`src/rtl/fpu_pkg.sv`:
```
// Shared constants and types for the binary32 multiplier back end.
// Flag vectors are ordered {invalid, overflow, zero}.
package fpu_pkg;

   localparam logic [7:0]  EXP_MAX   = 8'hFF;
   localparam int          EXP_BIAS  = 127;
   localparam logic [31:0] QNAN_WORD = 32'h7FC00000;

   localparam int FLG_W    = 3;
   localparam int FLG_INV  = 2;
   localparam int FLG_OVF  = 1;
   localparam int FLG_ZERO = 0;

   typedef struct packed {
      logic [FLG_W-1:0] flags;
      logic [31:0]      word;
   } pack_entry_t;

   function automatic logic [31:0] fp32_inf(input logic sign);
      return {sign, EXP_MAX, 23'h0};
   endfunction

endpackage

```
`src/rtl/fp32_pack.sv`:
```
// Combinational packer: multiplier result fields to a binary32 word plus flags.
// Special cases are resolved in priority order error > overflow > inf > zero.
module fp32_pack
   import fpu_pkg::*;
#(
   parameter logic [31:0] QNAN = QNAN_WORD
) (
   input  logic             sign,
   input  logic [7:0]       exp_b,
   input  logic [23:0]      frac,
   input  logic             error,
   input  logic             overflow,
   output logic [31:0]      word,
   output logic [FLG_W-1:0] flags
);

   // The hidden bit is implied by a nonzero exponent and never stored.
   logic unused_hidden;
   assign unused_hidden = frac[23];

   always_comb begin
      word  = {sign, exp_b, frac[22:0]};
      flags = '0;
      if (error) begin
         // Upstream NaN fractions are zero, so raw packing would read as infinity.
         word           = QNAN;
         flags[FLG_INV] = 1'b1;
      end else if (overflow) begin
         word           = fp32_inf(sign);
         flags[FLG_OVF] = 1'b1;
      end else if (exp_b == EXP_MAX) begin
         word = fp32_inf(sign);
      end else if (exp_b == 8'h00) begin
         word            = {sign, 31'h0};
         flags[FLG_ZERO] = 1'b1;
      end
   end

endmodule

```
`src/rtl/fmul_result_pack.sv`:
```
// Multiplier result packer with an elastic output FIFO and sticky exception flags.
// Define FMUL_PACK_STATS_EN to add saturating result/exception counters.
module fmul_result_pack
   import fpu_pkg::*;
#(
   parameter int          DEPTH = 2,
   parameter logic [31:0] QNAN  = QNAN_WORD,
   parameter int          CNT_W = 16
) (
   input  logic             clk,
   input  logic             rst_n,
   input  logic             in_valid,
   output logic             in_ready,
   input  logic             in_sign,
   input  logic [7:0]       in_exp,
   input  logic [23:0]      in_frac,
   input  logic             in_error,
   input  logic             in_overflow,
   output logic             out_valid,
   input  logic             out_ready,
   output logic [31:0]      out_data,
   output logic [FLG_W-1:0] out_flags,
   input  logic             flag_clr,
   output logic             sticky_invalid,
   output logic             sticky_overflow
`ifdef FMUL_PACK_STATS_EN
   ,
   output logic [CNT_W-1:0] stat_results,
   output logic [CNT_W-1:0] stat_exceptions
`endif
);

   localparam int PW = $clog2(DEPTH);
   localparam int CW = PW + 1;

   pack_entry_t       mem_q [DEPTH];
   pack_entry_t       mem_d [DEPTH];
   logic [PW-1:0]     wr_ptr_q, wr_ptr_d;
   logic [PW-1:0]     rd_ptr_q, rd_ptr_d;
   logic [CW-1:0]     count_q, count_d;
   logic              sticky_inv_q, sticky_inv_d;
   logic              sticky_ovf_q, sticky_ovf_d;

   logic [31:0]       pack_word;
   logic [FLG_W-1:0]  pack_flags;
   pack_entry_t       in_entry;
   pack_entry_t       head;
   logic              push;
   logic              pop;

   fp32_pack #(
      .QNAN (QNAN)
   ) u_pack (
      .sign     (in_sign),
      .exp_b    (in_exp),
      .frac     (in_frac),
      .error    (in_error),
      .overflow (in_overflow),
      .word     (pack_word),
      .flags    (pack_flags)
   );

   assign in_entry = '{flags: pack_flags, word: pack_word};

   // Ready depends only on registered occupancy, never on out_ready.
   assign in_ready  = (count_q != CW'(DEPTH));
   assign out_valid = (count_q != '0);
   assign push      = in_valid & in_ready;
   assign pop       = out_valid & out_ready;

   assign head            = mem_q[rd_ptr_q];
   assign out_data        = head.word;
   assign out_flags       = head.flags;
   assign sticky_invalid  = sticky_inv_q;
   assign sticky_overflow = sticky_ovf_q;

   always_comb begin
      mem_d    = mem_q;
      wr_ptr_d = wr_ptr_q;
      rd_ptr_d = rd_ptr_q;
      count_d  = count_q + CW'(push) - CW'(pop);
      if (push) begin
         mem_d[wr_ptr_q] = in_entry;
         wr_ptr_d        = wr_ptr_q + PW'(1);
      end
      if (pop) begin
         rd_ptr_d = rd_ptr_q + PW'(1);
      end
   end

   // A flag raised by this cycle's push survives a simultaneous clear.
   always_comb begin
      sticky_inv_d = (sticky_inv_q & ~flag_clr) | (push & in_entry.flags[FLG_INV]);
      sticky_ovf_d = (sticky_ovf_q & ~flag_clr) | (push & in_entry.flags[FLG_OVF]);
   end

   always_ff @(posedge clk or negedge rst_n) begin
      if (!rst_n) begin
         for (int i = 0; i < DEPTH; i++) begin
            mem_q[i] <= '0;
         end
         wr_ptr_q     <= '0;
         rd_ptr_q     <= '0;
         count_q      <= '0;
         sticky_inv_q <= 1'b0;
         sticky_ovf_q <= 1'b0;
      end else begin
         mem_q        <= mem_d;
         wr_ptr_q     <= wr_ptr_d;
         rd_ptr_q     <= rd_ptr_d;
         count_q      <= count_d;
         sticky_inv_q <= sticky_inv_d;
         sticky_ovf_q <= sticky_ovf_d;
      end
   end

`ifdef FMUL_PACK_STATS_EN
   localparam logic [CNT_W-1:0] CNT_MAX = '1;

   logic [CNT_W-1:0] stat_res_q, stat_res_d;
   logic [CNT_W-1:0] stat_exc_q, stat_exc_d;
   logic             exc_push;

   assign exc_push = push & (in_entry.flags[FLG_INV] | in_entry.flags[FLG_OVF]);

   // A clear coinciding with an event restarts the count at that event.
   always_comb begin
      stat_res_d = stat_res_q;
      stat_exc_d = stat_exc_q;
      if (flag_clr) begin
         stat_res_d = CNT_W'(push);
         stat_exc_d = CNT_W'(exc_push);
      end else begin
         if (push && stat_res_q != CNT_MAX) begin
            stat_res_d = stat_res_q + CNT_W'(1);
         end
         if (exc_push && stat_exc_q != CNT_MAX) begin
            stat_exc_d = stat_exc_q + CNT_W'(1);
         end
      end
   end

   always_ff @(posedge clk or negedge rst_n) begin
      if (!rst_n) begin
         stat_res_q <= '0;
         stat_exc_q <= '0;
      end else begin
         stat_res_q <= stat_res_d;
         stat_exc_q <= stat_exc_d;
      end
   end

   assign stat_results    = stat_res_q;
   assign stat_exceptions = stat_exc_q;
`else
   localparam int unused_cnt_w = CNT_W;
`endif

endmodule

```
`config.mk`:
```
export PLATFORM = sky130hd
export DESIGN_NAME = fmul_result_pack
export DESIGN_NICKNAME = d
export VERILOG_FILES = /design/src/rtl/fpu_pkg.sv /design/src/rtl/fp32_pack.sv /design/src/rtl/fmul_result_pack.sv
export SDC_FILE = /design/constraint.sdc
export NUM_CORES = 1
export LEC_CHECK = 0
export BUFFER_PORTS_ARGS = -buffer_cell sky130_fd_sc_hd__buf_2
export CORE_MARGIN = 5
export CORE_UTILIZATION = 56
export CTS_BUF_LIST = sky130_fd_sc_hd__clkbuf_4
export CTS_CLUSTER_DIAMETER = 60
export CTS_CLUSTER_SIZE = 30
export DETAILED_ROUTE_END_ITERATION = 10
export PLACE_DENSITY = 0.87
export SLEW_MARGIN = 20
export SYNTH_ARGS = -nofsm -noshare
export SYNTH_HDL_FRONTEND = slang
export SYNTH_SLANG_ARGS = --single-unit
```
`constraint.sdc`:
```
create_clock -name clk -period 2.4 [get_ports clk]
set_input_delay 0.12 -clock clk [delete_from_list [all_inputs] [get_ports clk]]
set_output_delay 0.12 -clock clk [all_outputs]
set_load 0.02 [all_outputs]
```
=== Word-level counts from Yosys, hierarchy flattened ===
Cells that the tools add are included.

* $add $sub $neg: 4
* Magnitude comparators: 3
* Equal/unequal tests: 2
* Mux-type cells: 16
* Bitwise logic cells: 11
* Reduce and logical (&&, ||, !) cells: 3

{| class="wikitable"
|+ Operators with widths
! operator !! number
|-
| two-way mux 35 bit || 4
|-
| two-way mux 31 bit || 3
|-
| bitwise mux 70 bit || 1
|-
| demux 35 bit (select 1 bit) || 1
|-
| two-way mux 32 bit || 1
|-
| == test 8 bit, second input constant || 1
|-
| logical NOT 8 bit || 1
|-
| AND 1 bit || 6
|-
| two-way mux 1 bit || 5
|-
| >= comparator 2 bit, second input constant || 2
|-
| NOT 1 -> 2 bit || 2
|-
| adder 1 bit, second input constant || 2
|-
| adder 2 x 1 -> 2 bit || 1
|-
| < comparator 2 x 1 -> 1 bit, second input constant || 1
|-
| two-way mux 2 bit || 1
|-
| inequality test 2 bit, second input constant || 1
|-
| bitwise OR 1 bit || 2
|-
| nonzero test 2 bit || 1
|-
| subtractor 2 x 1 -> 2 bit || 1
|-
| logical AND 1 bit || 1
|-
| NOT 1 bit || 1
|}

* Register bits: 76
* Input port bits: 40
* Output and inout port bits: 39
* Logic and storage cells: 48

=== Depth between registers and ports, before layout ===
* Depth in word-level cells: 7
* Mapped depth: 7
* Gate-level depth less buffers: 7

=== Cells and area by module ===
Synthesis repeated with hierarchy kept, for this count alone.

* Cell total of the unflattened synthesis: 263
* Area total of the unflattened synthesis: 3961.3 um2

{| class="wikitable"
|+ Modules (own cells, without submodules)
! module !! times used !! cells each !! area each (um2)
|-
| fmul_result_pack || 1 || 212 || 3608.5
|-
| fp32_pack || 1 || 51 || 352.8
|}

=== Worst setup path after synthesis ===
No wires, ideal clock.

* Kind: register to register
* Start: reg count_q[1]
* End: reg count_q[1]
* Library setup time: 0.123 ns
* Data arrival time: 1.649 ns
* Required time: 2.277 ns
* Path slack: 0.628 ns
* Stages on the path, launching flop included: 8
* Buffers on the path: 0
* Period minus slack after synthesis: 1.772 ns
* Cells stage by stage: dfrtp_1 > or2_2 > and2_1 > ha_1 > inv_1 > ha_1 > xnor2_1 > xnor2_1

* Elaborated cells on any way between the ends: 6

{| class="wikitable"
|+ RTL lines
! what !! RTL line !! text
|-
| start, declared || fmul_result_pack.sv:40 || <nowiki>logic [CW-1:0] count_q, count_d;</nowiki>
|-
| start signal, assigned || fmul_result_pack.sv:111 || <nowiki>count_q <= count_d;</nowiki>
|-
| nonzero test 2 bit || fmul_result_pack.sv:67 || <nowiki>assign out_valid = (count_q != '0);</nowiki>
|-
| named net out_valid || fmul_result_pack.sv:19 || <nowiki>output logic out_valid,</nowiki>
|-
| AND 1 bit || fmul_result_pack.sv:69 || <nowiki>assign pop = out_valid & out_ready;</nowiki>
|-
| named net pop || fmul_result_pack.sv:49 || <nowiki>logic pop;</nowiki>
|-
| subtractor 2 x 1 -> 2 bit || fmul_result_pack.sv:81 || <nowiki>count_d = count_q + CW'(push) - CW'(pop);</nowiki>
|-
| named net count_d[1] || fmul_result_pack.sv:40 ||
|}

The timed path passes the listed nets, and every way through them passes these cells.
A chain may end at the register's enable or synchronous reset.

=== Final worst setup path ===
* Start: reg count_q[1]
* End: reg mem_q[16] (netlist bit)

* Word-level cells in the longest chain between the ends: 2

{| class="wikitable"
|+ Ends and longest elaborated chain
! what !! RTL line !! text
|-
| inequality test 2 bit || fmul_result_pack.sv:66 || <nowiki>assign in_ready = (count_q != CW'(DEPTH));</nowiki>
|-
| AND 1 bit || fmul_result_pack.sv:68 || <nowiki>assign push = in_valid & in_ready;</nowiki>
|-
| end signal, assigned || fmul_result_pack.sv:108 || <nowiki>mem_q <= mem_d;</nowiki>
|-
| end, declared || fmul_result_pack.sv:36 || <nowiki>pack_entry_t mem_q [DEPTH];</nowiki>
|}

Every way passes these cells.

==> metrics.yaml <==
clock_sinks: 76
track_usage: 0.216
root_buffer: "clkbuf_4"
dp_hpwl_mm: 4.80
p_comb_frac: 0.474
critical_path_peak_fanout: 23
drc: 0
hold_class: "input pin to flip-flop"
powerDensity_nw_per_um2: 1220
r2r_cells: 4
crit_type: "flip-flop to flip-flop"
drtIter0Drc: 138
intPower_w: 0.00307
dieWidth_um: 88.1
synth_area_per_cell_um2: 12.6
fin_crit_sh: 0.793
clockBufferDepth: 2
p_switching_w: 0.00204
drive_gt1_frac: 0.438
cp-end-kind: "flip-flop"
wl_per_cell_um: 16.9
pin_count: 79
fmax_ghz: 0.525
final.fill_count: 412
relSlewSlack: 0.352
drtAntennaViolNets: 0
power.share.clock: 0.120
synthTopCellsByArea: "dfrtp_1 (56%), mux2_2 (12%), a32o_2 (7.3%), a32o_1 (6.5%), nand2_1 (3.2%)"
clkSlewWorstSetupHoldPaths_ns: 0.11
start_util: 0.576
grt_max_degree: 77
die_y_um: 88.1
required_ns: 2.74
postCtsSetupBuffers: 0
ys_seq_area_frac: 0.557
dp_slack_ns: 0.537
worst_slew_pin_slew_ns: 0.969
crit_family: "simple AND/OR/NAND/NOR gates"
syn_nets: 312
first_global_vias: 2625
final_cell_mix: "dfrtp_1 (76), buf_2 (76), mux2_2 (35)"
core_um2: 5920
firstDrtPassIters: 4
status: "completed"
fin_crit_ns: 1.90
cap_violations: 0
viasPerCell: 5.69
finalHoldViolCount: 0
critPathMaxStageDelay_ns: 0.82
arrival_ns: 2.25
setup_viol: 0
ir_drop_mv: 0.628
gp_congestion: 0.784
path_cells: "nand2b_1 -> nand3_2 -> nor3_4 -> a32o_1"
cp.depth: 4
critPathLaunchType: "flip-flop"
hold_buffers: 27
portBuffers: 77
synth_cells: 270
tns_ns: 0
insertion_delay_ns: 0.41
fin_skew_ns: 0.0116
maxSlewViolCount: 0
post_cts_resized: 0
grt_pass1_wl_mm: 12.9
worst_slack_ns: 0.496
fin_nets: 409
yosys.cell_types.count: 32
row_count: 28
grt_setup_unrepaired: "no"
numCtsBuffers: 9
area_delta_synth_final_pct: 22.8
die-area_um2: 7750
yosysTopAreaCell: "dfrtp_1"
antenna_cells: 0
critPathBufInv: 0
wl_mm: 7.56
syn_area_um2: 3410
p_sw_frac: 0.399
via_count: 2543
htree_levels: 3
netlist.area_leader.share: 0.557
antenna_found_initial: 0
leakage_nw: 2.17
grt_overflow: 0
yosys_warnings: 0
holdPathStages: 3
ys_ff_latch: 76
cts_tree: "built"
slowest_stage: "nor3_4"
seq_power_share: 0.406
[final timing paths]
path	start	to	slack, ns
hold / removal	in_exp[2]	mem_q[25]	0.03
hold reg to reg	mem_q[30]	mem_q[30]	0.49
setup / recovery	count_q[1]	mem_q[16]	0.50
min in group asynchronous	rst_n	mem_q[68]	0.38
max in group asynchronous	rst_n	mem_q[49]	1.42
setup reg to reg	count_q[1]	mem_q[16]	0.50
[power groups by stage]
stage	combinational, W	clock (W)	sequential, W
after global routing	0.00264	0.000696	0.00214
after global placement	0.00236	0	0.00206
after floorplan	0.00181	0	0.00203
after CTS	0.00245	0.000640	0.00207
final	0.00242	0.000612	0.00207
after detailed placement	0.00241	0	0.00210
[cell usage after synthesis]
cell type,count
a21bo_1,1
a21o_1,1
a221o_1,1
a32o_1,22
a32o_2,22
and2_1,1
buf_1,3
buf_2,2
buf_6,4
clkbuf_1,14
dfrtp_1,76
ha_1,2
inv_1,4
mux2_2,35
mux2i_1,1
nand2_1,29
nand2b_1,1
nand3_2,1
nand3b_2,1
nand4_1,2
nor2_1,10
nor2_4,1
nor2_8,1
nor2b_1,1
nor3_4,2
o21ai_0,17
o21ai_1,6
o22ai_1,2
or2_2,2
or4_4,2
xnor2_1,2
xor2_1,1
[per-stage QoR]
stage | cells | util | power (W) | hold WS, ns | instance area (µm²)
after floorplan | 270 | - | 0.00384 | -0.176 | 3410
after global placement | 404 | 0.645 | 0.00442 | 0.313 | 3820
after detailed placement | 404 | 0.645 | 0.00451 | 0.322 | 3820
after CTS | 447 | 0.708 | 0.00517 | 0.00292 | 4190
after global routing | 447 | 0.708 | 0.00548 | 0.0480 | 4190
final | 447 | 0.708 | 0.00511 | 0.0272 | 4190
[metal layers]
layer  global-route usage  vias up  part of all wire
li1                     -     1202                 -
met1                0.298     1244              0.44
met2                0.340       88              0.48
met3               0.0414        9             0.072
met4               0.0824        0             0.015
met5                    0        -                 0
[logic make-up (layout without fill, tap and decap cells)]
kind of cell	Yosys count	count (layout)	synth area share
fa+ha+maj	2	2	0.00733
compound gates	72	72	0.183
simple gates	54	54	0.0873
buf+inv	27	129	0.0392
mux	36	36	0.118
flops	76	76	0.557
xor+xnor	3	3	0.00770
[state kept, by name (all words and copies together) (netlist names)]
register         cells
count_q              2
mem_q               70
rd_ptr_q             1
sticky_invalid       1
sticky_overflow      1
wr_ptr_q             1
[worst min-delay path, cell delays in order]
cell and delay, ns:
buf_2 0.10, nor2_1 0.05, o21ai_0 0.13
[cell type report]
| class | instances | area [µm²] | share of cell area |
|---|---|---|---|
| inverter | 4 | 15.0 | 0.00358 |
| clock inverter | 7 | 33.8 | 0.00806 |
| timing repair buffer | 109 | 696 | 0.166 |
| multi-input combinational | 167 | 1380 | 0.330 |
| tap | 75 | 93.8 | 0.0224 |
| clock buffer | 9 | 67.6 | 0.0161 |
| sequential | 76 | 1900 | 0.454 |
Power figures use the tool's default switching activity.
